<file path="config.mk">
export PLATFORM = sky130hd
export DESIGN_NAME = pipelined_addsub
export DESIGN_NICKNAME = d
export VERILOG_FILES = /design/src/rtl/addsub_pkg.sv /design/src/rtl/full_adder.sv /design/src/rtl/ripple_chunk.sv /design/src/rtl/pipelined_addsub.sv
export SDC_FILE = /design/constraint.sdc
export NUM_CORES = 1
export LEC_CHECK = 0
export BUFFER_PORTS_ARGS = -buffer_cell sky130_fd_sc_hd__buf_2
export CAP_MARGIN = 20
export CORE_ASPECT_RATIO = 2
export CORE_MARGIN = 2
export CORE_UTILIZATION = 42
export DETAILED_ROUTE_END_ITERATION = 16
export PLACE_DENSITY = 0.65
export SLEW_MARGIN = 20
export SYNTH_ARGS = -nofsm -noshare
export SYNTH_HDL_FRONTEND = slang
export SYNTH_HIERARCHICAL = 1
export SYNTH_SLANG_ARGS = --single-unit
</file>
<file path="constraint.sdc">
create_clock -name clk -period 8.93 [get_ports clk]
set_clock_uncertainty 0.2 [all_clocks]
set_input_delay 1.3395 -clock clk [delete_from_list [all_inputs] [get_ports clk]]
set_output_delay 1.3395 -clock clk [all_outputs]
set_load 0.01 [all_outputs]
</file>
<file path="src/rtl/addsub_pkg.sv">
// Shared definitions for the pipelined add/subtract unit.
// Latency: n/a (types and constants only).
// Backpressure: n/a.
package addsub_pkg;

    // Operation select carried on in_op.
    typedef logic op_t;

    localparam op_t OP_ADD = 1'b0;
    localparam op_t OP_SUB = 1'b1;

endpackage

</file>
<file path="src/rtl/full_adder.sv">
// Single-bit full adder cell; building block of the ripple slices.
// Latency: combinational.
// Backpressure: n/a.
// Ports: a, b, ci -> s (sum bit), co (carry out).
module full_adder (
    input  logic a,
    input  logic b,
    input  logic ci,
    output logic s,
    output logic co
);

    assign s  = a ^ b ^ ci;
    assign co = (a & b) | (ci & (a ^ b));

endmodule

</file>
<file path="src/rtl/ripple_chunk.sv">
// CHUNK-bit ripple-carry adder slice built from full_adder cells.
// Latency: combinational.
// Backpressure: n/a.
// Ports: a, b, cin -> sum, cout (carry out of MSB), c_msb_in (carry into MSB,
//        needed by the most significant slice to derive signed overflow).
module ripple_chunk #(
    parameter int CHUNK = 8
) (
    input  logic [CHUNK-1:0] a,
    input  logic [CHUNK-1:0] b,
    input  logic             cin,
    output logic [CHUNK-1:0] sum,
    output logic             cout,
    output logic             c_msb_in
);

    // Each bit keeps its own carry nets so the chain is a plain series of
    // distinct wires rather than one vector feeding back into itself.
    for (genvar i = 0; i < CHUNK; i++) begin : g_bit
        logic ci;
        logic co;

        if (i == 0) begin : g_first
            assign ci = cin;
        end else begin : g_next
            assign ci = g_bit[i-1].co;
        end

        full_adder u_fa (
            .a  (a[i]),
            .b  (b[i]),
            .ci (ci),
            .s  (sum[i]),
            .co (co)
        );
    end

    assign cout     = g_bit[CHUNK-1].co;
    assign c_msb_in = g_bit[CHUNK-1].ci;

endmodule

</file>
<file path="src/rtl/pipelined_addsub.sv">
// Pipelined WIDTH-bit add/subtract: one CHUNK-bit ripple slice per stage, carry registered between slices.
// Latency: exactly STAGES cycles from accepted beat to out_valid when not stalled; one beat per cycle.
// Backpressure: global enable advance = out_ready | !out_valid freezes every stage; in_ready = advance.
// Ports: clk, rst_n (async active-low); in_valid/in_ready/in_a/in_b/in_cin/in_op operand side;
//        out_valid/out_ready/out_sum/out_cout/out_ovf/out_zero result side.
module pipelined_addsub
    import addsub_pkg::*;
#(
    parameter int WIDTH  = 32,
    parameter int STAGES = 4
) (
    input  logic             clk,
    input  logic             rst_n,
    input  logic             in_valid,
    output logic             in_ready,
    input  logic [WIDTH-1:0] in_a,
    input  logic [WIDTH-1:0] in_b,
    input  logic             in_cin,
    input  logic             in_op,
    output logic             out_valid,
    input  logic             out_ready,
    output logic [WIDTH-1:0] out_sum,
    output logic             out_cout,
    output logic             out_ovf,
    output logic             out_zero
);

    localparam int CHUNK = WIDTH / STAGES;

    if (STAGES < 1 || (WIDTH % STAGES) != 0) begin : g_bad_params
        $error("pipelined_addsub: WIDTH must be a multiple of STAGES and STAGES >= 1");
    end

    logic             advance;
    logic [WIDTH-1:0] b_eff;
    logic             c0;

    assign advance  = out_ready || !out_valid;
    assign in_ready = advance;

    // Subtraction as a + ~b + ~borrow_in; the raw carry-out then reads 1 = no borrow.
    assign b_eff = (in_op == OP_SUB) ? ~in_b : in_b;
    assign c0    = (in_op == OP_SUB) ? ~in_cin : in_cin;

    // Stage k consumes the low CHUNK bits of its operand view, so the operand
    // registers shrink by one slice per stage while the result skew register
    // grows by one slice. Nothing is carried that a later stage never reads.
    for (genvar k = 0; k < STAGES; k++) begin : g_stage
        localparam int IW = WIDTH - k * CHUNK;  // operand bits still to be summed
        localparam int SW = k * CHUNK;          // result bits already summed

        logic [IW-1:0]       sa;
        logic [IW-1:0]       sb;
        logic                sc;
        logic                sv;
        logic [CHUNK-1:0]    cs;
        logic                cc;
        logic [SW+CHUNK-1:0] sn;

        if (k == 0) begin : g_src
            assign sa = in_a;
            assign sb = b_eff;
            assign sc = c0;
            assign sv = in_valid;
            assign sn = cs;
        end else begin : g_src
            assign sa = g_stage[k-1].g_reg.a_q;
            assign sb = g_stage[k-1].g_reg.b_q;
            assign sc = g_stage[k-1].g_reg.c_q;
            assign sv = g_stage[k-1].g_reg.v_q;
            assign sn = {cs, g_stage[k-1].g_reg.s_q};
        end

        if (k < STAGES - 1) begin : g_reg
            logic [IW-CHUNK-1:0] a_q;
            logic [IW-CHUNK-1:0] b_q;
            logic [SW+CHUNK-1:0] s_q;
            logic                c_q;
            logic                v_q;

            ripple_chunk #(.CHUNK(CHUNK)) u_chunk (
                .a        (sa[CHUNK-1:0]),
                .b        (sb[CHUNK-1:0]),
                .cin      (sc),
                .sum      (cs),
                .cout     (cc),
                .c_msb_in ()
            );

            always_ff @(posedge clk or negedge rst_n) begin
                if (!rst_n) begin
                    v_q <= 1'b0;
                    a_q <= '0;
                    b_q <= '0;
                    s_q <= '0;
                    c_q <= 1'b0;
                end else if (advance) begin
                    v_q <= sv;
                    a_q <= sa[IW-1:CHUNK];
                    b_q <= sb[IW-1:CHUNK];
                    s_q <= sn;
                    c_q <= cc;
                end
            end
        end else begin : g_out
            logic cm;

            ripple_chunk #(.CHUNK(CHUNK)) u_chunk (
                .a        (sa[CHUNK-1:0]),
                .b        (sb[CHUNK-1:0]),
                .cin      (sc),
                .sum      (cs),
                .cout     (cc),
                .c_msb_in (cm)
            );

            // Signed overflow: carry into the MSB disagrees with carry out of it.
            always_ff @(posedge clk or negedge rst_n) begin
                if (!rst_n) begin
                    out_valid <= 1'b0;
                    out_sum   <= '0;
                    out_cout  <= 1'b0;
                    out_ovf   <= 1'b0;
                    out_zero  <= 1'b0;
                end else if (advance) begin
                    out_valid <= sv;
                    out_sum   <= sn;
                    out_cout  <= cc;
                    out_ovf   <= cm ^ cc;
                    out_zero  <= (sn == '0);
                end
            end
        end
    end

endmodule

</file>
==> results of run 1 <==
## layer usage
metal	track usage [%]	vias to the layer above	share of wire, %
met5	0	-	0
met4	6.32	0	2.1
met3	3.13	18	3.4
met2	26.3	82	51
met1	20.6	2440	44
li1	-	2725	-
## logic make-up after synthesis
group / count (synthesis)
compound gates: 26
xor+xnor: 34
fa+ha+maj: 32
buf+inv: 46
flops: 186
simple gates: 515
## state kept, by name, summed over array words and instances, names as in the netlist
signal / count
g_stage.g_reg.a_q: 48
g_stage.g_reg.b_q: 48
g_stage.g_reg.c_q: 3
g_stage.g_reg.s_q: 48
g_stage.g_reg.v_q: 3
out_cout: 1
out_ovf: 1
out_sum: 32
out_valid: 1
out_zero: 1
## final cells by class
| class | instances | area (µm²) | area share, % |
|---|---|---|---|
| flip-flops and latches | 186 | 4650 | 50.7 |
| clock inverters | 13 | 133 | 1.44 |
| multi-input cells | 607 | 3040 | 33.1 |
| well taps | 255 | 319 | 3.47 |
| clock buffers | 19 | 453 | 4.93 |
| inverters | 1 | 6.26 | 0.0681 |
| repair buffers | 110 | 582 | 6.33 |
## cell usage after synthesis (all sizes together) (2+ instances only)
cell      n
o21ai    25
clkbuf    5
xor2      9
xnor2    25
fa       32
nand4     2
buf      40
nand2   503
nor4      8
dfrtp   186
## worst max-delay path, stage by stage
cell	delay [ns]
buf_2	0.07
buf_4	0.44
xor2_1	0.16
fa_1	0.43
fa_1	0.41
fa_1	0.40
fa_1	0.39
fa_1	0.40
fa_1	0.40
fa_1	0.39
fa_1	0.49
nand2_1	0.05
nand2_1	0.10
## power groups by stage
stage / Sequential, mW / Clock, mW / Combinational, mW
finish: 1.45 / 0.737 / 1.00
detailed placement: 1.47 / 0 / 1.02
floorplan: 1.45 / 0 / 0.742
CTS: 1.46 / 0.758 / 1.03
global route: 1.51 / 0.789 / 1.19
global placement: 1.46 / 0 / 0.994
## path summary, 6_finish.rpt
path	startpoint	end	slack, ns	cells after the start
min	out_sum[29]$_DFFE_PN0P_	out_sum[29]$_DFFE_PN0P_	0.26	2
max in group asynchronous	rst_n	g_stage[1].g_reg.s_q[11]$_DFFE_PN0P_	6.20	2
max	in_op	g_stage[0].g_reg.s_q[7]$_DFFE_PN0P_	3.62	13
min reg2reg	out_sum[29]$_DFFE_PN0P_	out_sum[29]$_DFFE_PN0P_	0.26	2
min in group asynchronous	rst_n	g_stage[0].g_reg.b_q[0]$_DFFE_PN0P_	0.81	1
max reg2reg	g_stage[2].g_reg.a_q[0]$_DFFE_PN0P_	out_zero$_DFFE_PN0P_	4.31	11
==> results.sh, run 1 <==
export IMPL_run_status="finished, final reports clean"
export IMPL_fin_cells=1191
export IMPL_ios=107
export IMPL_via_count=5265
export IMPL_max_vdd_ir_drop_mv=0.392
export IMPL_path_class="in -> reg"
export IMPL_synth_compound_gate_area_share_pct=1.65
export IMPL_n_antenna_cell=0
export IMPL_layout_drive_gt1_share_pct=15.4
export IMPL_hold_violations=0
export IMPL_drv_cap=0
export IMPL_p_int_mw=2.03
export IMPL_fin_tns_setup_ns=0
export IMPL_clock_power_share_pct=23.1
export IMPL_seqPwrFrac_pct=45.4
export IMPL_tightest_slew_ns=1.06
export IMPL_placementRows=71
export IMPL_layout_setup_ws_ns=3.62
export IMPL_synth_flop_cell="dfrtp_1"
export IMPL_finalCriticalPeriod_ns=5.31
export IMPL_postPlaceCellArea_um2=8600
export IMPL_die_area_um2=20300
export IMPL_nets=1025
export IMPL_cts_tree="yes"
export IMPL_grt_max_degree=213
export IMPL_postRouteAntennaNets=0
export IMPL_grt_overflow=0
export IMPL_cts_setup_buffers=0
export IMPL_yosys_area_top_type="dfrtp_1"
export IMPL_synth_simple_area_share_pct=24.5
export IMPL_grt_use_total_pct=15.9
export IMPL_synth_edf_count=0
export IMPL_power_leakage_nw=4.80
export IMPL_synthAdderAreaFrac_pct=7.96
export IMPL_syn_inst=839
export IMPL_htree_num_levels=4
export IMPL_wl_per_cell_um=12.3
export IMPL_die_h_um=200
export IMPL_place_port_buffers=106
export IMPL_placed_cells=1159
export IMPL_drc=0
export IMPL_critPathRequiredTime_ns=9.09
export IMPL_final_cell_mix="nand2_1 (503), dfrtp_1 (186), buf_2 (105)"
export IMPL_synth_top_family_by_area="simple AND/OR/NAND/NOR gates"
export IMPL_grt_pass1_vias=5303
export IMPL_postCtsResizedCells=0
export IMPL_whs_ns=0.259
export IMPL_clockRootBuffer="clkbuf_16"
export IMPL_synth_seq_area_share_pct=57.9
export IMPL_clk_pin_slew_ns=0.07
export IMPL_pre_cts_slack_ns=3.17
export IMPL_drt_first_iter_violations=270
export IMPL_antenna_found_initial=0
export IMPL_clk_latency_ns=0.43
export IMPL_syn_area_um2=8050
export IMPL_vias_per_cell=4.42
export IMPL_synthTopCellsByArea="dfrtp_1 (58%), nand2_1 (23%), fa_1 (8.0%)"
export IMPL_ys_ff_latch=186
export IMPL_switching_share_pct=36.3
export IMPL_hp_class="reg -> reg"
export IMPL_fin_util_pct=48.8
export IMPL_area_growth_pct=14.2
export IMPL_cp_end_kind="flip-flop"
export IMPL_clock_sinks=186
export IMPL_synth_top_area_share_pct=57.9
export IMPL_firstDrtPassIters=4
export IMPL_fillers=1902
export IMPL_synth_warnings=6
export IMPL_grt_pass1_wl_mm=25.5
export IMPL_syn_nets=941
export IMPL_synth_mux_area_share_pct=0
export IMPL_synth_xor_xnor_area_share_pct=3.70
export IMPL_wirelength_mm=14.7
export IMPL_arrival_ns=5.47
export IMPL_cp_start_kind="primary input"
export IMPL_avgSynthCellArea_um2=9.59
export IMPL_final_area_um2=9190
export IMPL_final_common_cell="nand2_1"
export IMPL_setup_violations=0
export IMPL_power_density_nw_per_um2=346
export IMPL_max_slew_margin_pct=29.5
export IMPL_clk_path_buf_depth=2
export IMPL_cts_hold_fix_buffers=0
export IMPL_p_switching_mw=1.16
export IMPL_power_total_mw=3.18
export IMPL_worstPathMaxFanout=33
export IMPL_combPwrFrac_pct=31.5
export IMPL_finalCritPeriodShare_pct=59.5
export IMPL_routabilityCongestion=0.738
export IMPL_numCtsBuffers=17
export IMPL_die_w_um=102
export IMPL_synth_distinct_cells=18
export IMPL_rsz0062_at_grt="false"
export IMPL_core_um2=18800
export IMPL_maxSlewViolCount=0
export IMPL_synth_async_sr_flop_share_pct=100
export IMPL_clock_fmax_mhz=188
export IMPL_dp_hpwl_mm=9.77
export IMPL_initial_core_util_pct=42.7
Note: power is estimated with default switching activity, not from simulation.
==> run 2, diff against run 1 <==
clock period = 5.2 ns   (was 8.93 ns; I/O delays follow)
==> results.sh, run 2 (same netlist as run 1, synthesis figures left out) <==
export IMPL_run_status="finished, final reports clean"
export IMPL_clockRootBuffer="clkbuf_16"
export IMPL_clk_pin_slew_ns=0.07
export IMPL_hold_violations=0
export IMPL_clock_fmax_mhz=214
export IMPL_whs_ns=0.126
export IMPL_use_met3_pct=3.38
export IMPL_placementRows=71
export IMPL_vias_per_cell=4.42
export IMPL_area_growth_pct=14.7
export IMPL_ios=107
export IMPL_max_slew_margin_pct=42.1
export IMPL_drc=0
export IMPL_numCtsBuffers=17
export IMPL_antenna_found_initial=0
export IMPL_nets=1025
export IMPL_htree_num_levels=4
export IMPL_multi_input_area_um2=3040
export IMPL_ff_latch_area_um2=4650
export IMPL_die_w_um=102
export IMPL_die_area_um2=20300
export IMPL_postPlaceCellArea_um2=8620
export IMPL_arrival_ns=4.81
export IMPL_setup_violations=0
export IMPL_power_density_nw_per_um2=598
export IMPL_drv_cap=0
export IMPL_clk_path_buf_depth=2
export IMPL_grt_pass1_wl_mm=26.4
export IMPL_cts_hold_fix_buffers=0
export IMPL_hp_class="in -> async"
export IMPL_critPathRequiredTime_ns=5.34
export IMPL_wirelength_mm=15.1
export IMPL_finalCritPeriodShare_pct=89.7
export IMPL_clk_latency_ns=0.44
export IMPL_top_regs="g_stage.g_reg.a_q: 48 flops, g_stage.g_reg.b_q: 48 flops, g_stage.g_reg.s_q: 48 flops"
export IMPL_worstPathMaxFanout=2
export IMPL_cts_tree="yes"
export IMPL_postRouteAntennaNets=0
export IMPL_routabilityCongestion=0.732
export IMPL_initial_core_util_pct=42.7
export IMPL_wl_per_cell_um=12.7
export IMPL_firstDrtPassIters=4
export IMPL_grt_max_degree=212
export IMPL_via_count=5266
export IMPL_core_um2=18800
export IMPL_power_leakage_nw=4.82
export IMPL_rsz0062_at_grt="false"
export IMPL_grt_use_met2_pct=26.6
export IMPL_final_cell_mix="nand2_1 (503), dfrtp_1 (186), buf_2 (105)"
export IMPL_layout_drive_gt1_share_pct=15.4
export IMPL_place_port_buffers=106
export IMPL_grt_busiest_layer="met2"
export IMPL_finalCriticalPeriod_ns=4.67
export IMPL_final_common_cell="nand2_1"
export IMPL_final_area_um2=9230
export IMPL_maxSlewViolCount=0
export IMPL_n_antenna_cell=0
export IMPL_postCtsResizedCells=0
export IMPL_max_vdd_ir_drop_mv=0.623
export IMPL_dp_hpwl_mm=10.0
export IMPL_fillers=1852
export IMPL_cts_setup_buffers=0
export IMPL_fin_util_pct=49.0
export IMPL_cp_start_kind="flip-flop"
export IMPL_use_met1_pct=22.5
export IMPL_clock_sinks=186
export IMPL_path_class="reg -> reg"
export IMPL_grt_overflow=0
export IMPL_grt_use_total_pct=16.8
export IMPL_cp_end_kind="flip-flop"
export IMPL_die_h_um=200
export IMPL_drt_first_iter_violations=195
export IMPL_fin_tns_setup_ns=0
export IMPL_tightest_slew_ns=0.869
export IMPL_grt_pass1_vias=5434
-- run 2: where the power goes --
part / total (mW) / internal (mW) / switching, mW
registers: 2.49 / 2.09 / 0.402
clock network: 1.32 / 0.767 / 0.558
logic: 1.71 / 0.691 / 1.02
-- run 2: through the flow --
| step | power (mW) | setup slack, ns | instances |
|---|---|---|---|
| 6_report | 5.52 | 0.534 | 1191 |
| 5_1_grt | 6.06 | 0.319 | 1191 |
| 4_1_cts | 5.61 | 0.527 | 1191 |
| 3_5_place_dp | 4.27 | 0.424 | 1159 |
| 3_3_place_gp | 4.20 | 0.440 | 1159 |
| 2_1_floorplan | 3.77 | 0.377 | 839 |
-- run 2: final cells by class --
type	count	area share [%]
Sequential cell	186	50.4
Multi-Input combinational cell	607	32.9
Timing Repair Buffer	110	6.44
Clock buffer	21	5.20
Tap cell	255	3.46
Clock inverter	11	1.46
Inverter	1	0.0678
-- run 2: layer usage --
layer / vias up / share of wire (%)
met1: 2438 / 44
met4: 0 / 2.0
met2: 88 / 50
met5: - / 0
met3: 18 / 3.8
li1: 2722 / -
-- run 2: worst max-delay path: stages (launching register included) --
cell     delay, ns
dfrtp_1       0.40
fa_1          0.45
fa_1          0.39
fa_1          0.40
fa_1          0.40
fa_1          0.39
fa_1          0.39
fa_1          0.43
fa_1          0.47
nor4_1        0.27
nand4_1       0.15
o31ai_1       0.25
-- run 2: final timing paths --
check | start | to | slack [ns] | cells after the start
setup reg to reg | g_stage[2].g_reg.a_q[0]$_DFFE_PN0P_ | out_zero$_DFFE_PN0P_ | 0.53 | 11
hold / removal | rst_n | g_stage[0].g_reg.a_q[1]$_DFFE_PN0P_ | 0.13 | 1
hold reg to reg | out_sum[12]$_DFFE_PN0P_ | out_sum[12]$_DFFE_PN0P_ | 0.26 | 2
max in group asynchronous | rst_n | g_stage[1].g_reg.s_q[10]$_DFFE_PN0P_ | 3.65 | 2
setup / recovery | g_stage[2].g_reg.a_q[0]$_DFFE_PN0P_ | out_zero$_DFFE_PN0P_ | 0.53 | 11
min in group clk | out_sum[12]$_DFFE_PN0P_ | out_sum[12]$_DFFE_PN0P_ | 0.26 | 2
==> run 3, diff against run 2 <==
RECOVER_POWER = 25   (was not set)
==> results.sh, run 3 (same netlist as run 1, synthesis figures left out) <==
export IMPL_run_status="complete, but fails checks"
export IMPL_failed_checks="max-capacitance violations, max-slew violations"
export IMPL_firstDrtPassIters=4
export IMPL_clock_fmax_mhz=214
export IMPL_nets=1025
export IMPL_worstPathMaxFanout=2
export IMPL_maxSlewViolCount=76
export IMPL_area_growth_pct=14.6
export IMPL_power_leakage_nw=4.81
export IMPL_clk_latency_ns=0.44
export IMPL_clock_sinks=186
export IMPL_setup_violations=0
export IMPL_cts_setup_buffers=0
export IMPL_clockRootBuffer="clkbuf_16"
export IMPL_numCtsBuffers=17
export IMPL_critPathRequiredTime_ns=5.34
export IMPL_hp_class="reg -> reg"
export IMPL_postRouteAntennaNets=0
export IMPL_ios=107
export IMPL_max_slew_margin_pct=-128
export IMPL_n_antenna_cell=0
export IMPL_clk_pin_slew_ns=0.07
export IMPL_finalCriticalPeriod_ns=4.67
export IMPL_die_area_um2=20300
export IMPL_final_area_um2=9220
export IMPL_cts_hold_fix_buffers=0
export IMPL_top_regs="g_stage.g_reg.a_q: 48 flops, g_stage.g_reg.b_q: 48 flops, g_stage.g_reg.s_q: 48 flops"
export IMPL_dp_hpwl_mm=10.0
export IMPL_antenna_found_initial=0
export IMPL_drv_cap=1
export IMPL_layout_drive_gt1_share_pct=15.3
export IMPL_path_class="reg -> reg"
export IMPL_routabilityCongestion=0.732
export IMPL_grt_pass1_vias=5434
export IMPL_die_h_um=200
export IMPL_postCtsResizedCells=0
export IMPL_placementRows=71
export IMPL_whs_ns=0.259
export IMPL_startpoint="g_stage[2].g_reg.a_q[0]$_DFFE_PN0P_"
export IMPL_grt_use_total_pct=16.8
export IMPL_initial_core_util_pct=42.7
export IMPL_power_density_nw_per_um2=599
export IMPL_fin_tns_setup_ns=0
export IMPL_rsz0062_at_grt="false"
export IMPL_drt_first_iter_violations=195
export IMPL_cp_start_kind="flip-flop"
export IMPL_htree_num_levels=4
export IMPL_place_port_buffers=106
export IMPL_hold_violations=0
export IMPL_wirelength_mm=15.1
export IMPL_via_count=5268
export IMPL_final_common_cell="nand2_1"
export IMPL_postPlaceCellArea_um2=8620
export IMPL_max_vdd_ir_drop_mv=0.623
export IMPL_cp_end_kind="flip-flop"
export IMPL_wl_per_cell_um=12.7
export IMPL_finalCritPeriodShare_pct=89.7
export IMPL_arrival_ns=4.81
export IMPL_final_cell_mix="nand2_1 (503), dfrtp_1 (186), buf_2 (105)"
export IMPL_clk_path_buf_depth=2
export IMPL_reg2reg_from="g_stage[2].g_reg.a_q[0]$_DFFE_PN0P_"
export IMPL_core_um2=18800
export IMPL_cts_tree="yes"
export IMPL_drc=0
export IMPL_hold_start="out_sum[12]$_DFFE_PN0P_"
export IMPL_tightest_slew_ns=3.42
export IMPL_grt_overflow=0
export IMPL_die_w_um=102
export IMPL_grt_pass1_wl_mm=26.4
export IMPL_grt_max_degree=212
export IMPL_vias_per_cell=4.42
==> run 3: cell types whose count changed in the layout (fill, tap and decap cells not counted), sizes merged <==
cell | before | now
clkbuf | 22 | 21
clkdlybuf4s25 | 0 | 1
==> run 3: critical path, cell delays in order (launching register included) <==
cell and delay (ns):
dfrtp_1 0.40, fa_1 0.45, fa_1 0.39, fa_1 0.40, fa_1 0.40, fa_1 0.39, fa_1 0.39, fa_1 0.43
fa_1 0.47, nor4_1 0.27, nand4_1 0.15, o31ai_1 0.25
==> run 3: path summary, 6_finish.rpt <==
check | slack [ns] | cells after the start | to
max reg2reg | 0.53 | 11 | out_zero$_DFFE_PN0P_
min | 0.26 | 2 | out_sum[12]$_DFFE_PN0P_
min reg2reg | 0.26 | 2 | out_sum[12]$_DFFE_PN0P_
max in group asynchronous | 1.04 | 2 | g_stage[1].g_reg.s_q[10]$_DFFE_PN0P_
min in group asynchronous | 1.49 | 1 | g_stage[0].g_reg.a_q[1]$_DFFE_PN0P_
max | 0.53 | 11 | out_zero$_DFFE_PN0P_
==> run 3: area by class of cell <==
cell class	count	area, µm²
well taps	255	319
repair buffers	110	582
clock inverters	11	135
flip-flops and latches	186	4650
clock buffers	21	480
multi-input cells	607	3040
fillers	1857	9610
inverters	1	6.26
==> run 3: routing by layer <==
metal	vias up	routed length [µm]	track usage (%)
met5	-	0	0
met4	0	299	7.01
met3	18	555	3.38
met2	86	7550	26.6
met1	2442	6700	22.5
li1	2722	-	-
==> run 3: where the power goes <==
group / internal, mW / total (mW) / switching (mW) / leakage (nW)
Sequential: 2.09 / 2.49 / 0.402 / 2.26
Clock: 0.767 / 1.32 / 0.558 / 0.298
Combinational: 0.690 / 1.71 / 1.02 / 2.25
Total: 3.54 / 5.52 / 1.98 / 4.81
==> run 3: per-stage QoR <==
step / instances / setup slack, ns / total power [mW] / utilization (%)
finish: 1191 / 0.534 / 5.52 / 49.0
global route: 1191 / 0.219 / 6.06 / 49.0
floorplan: 839 / 0.377 / 3.77 / -
detailed placement: 1159 / 0.424 / 4.27 / 45.7
global placement: 1159 / 0.440 / 4.20 / 45.7
CTS: 1191 / 0.527 / 5.61 / 49.0
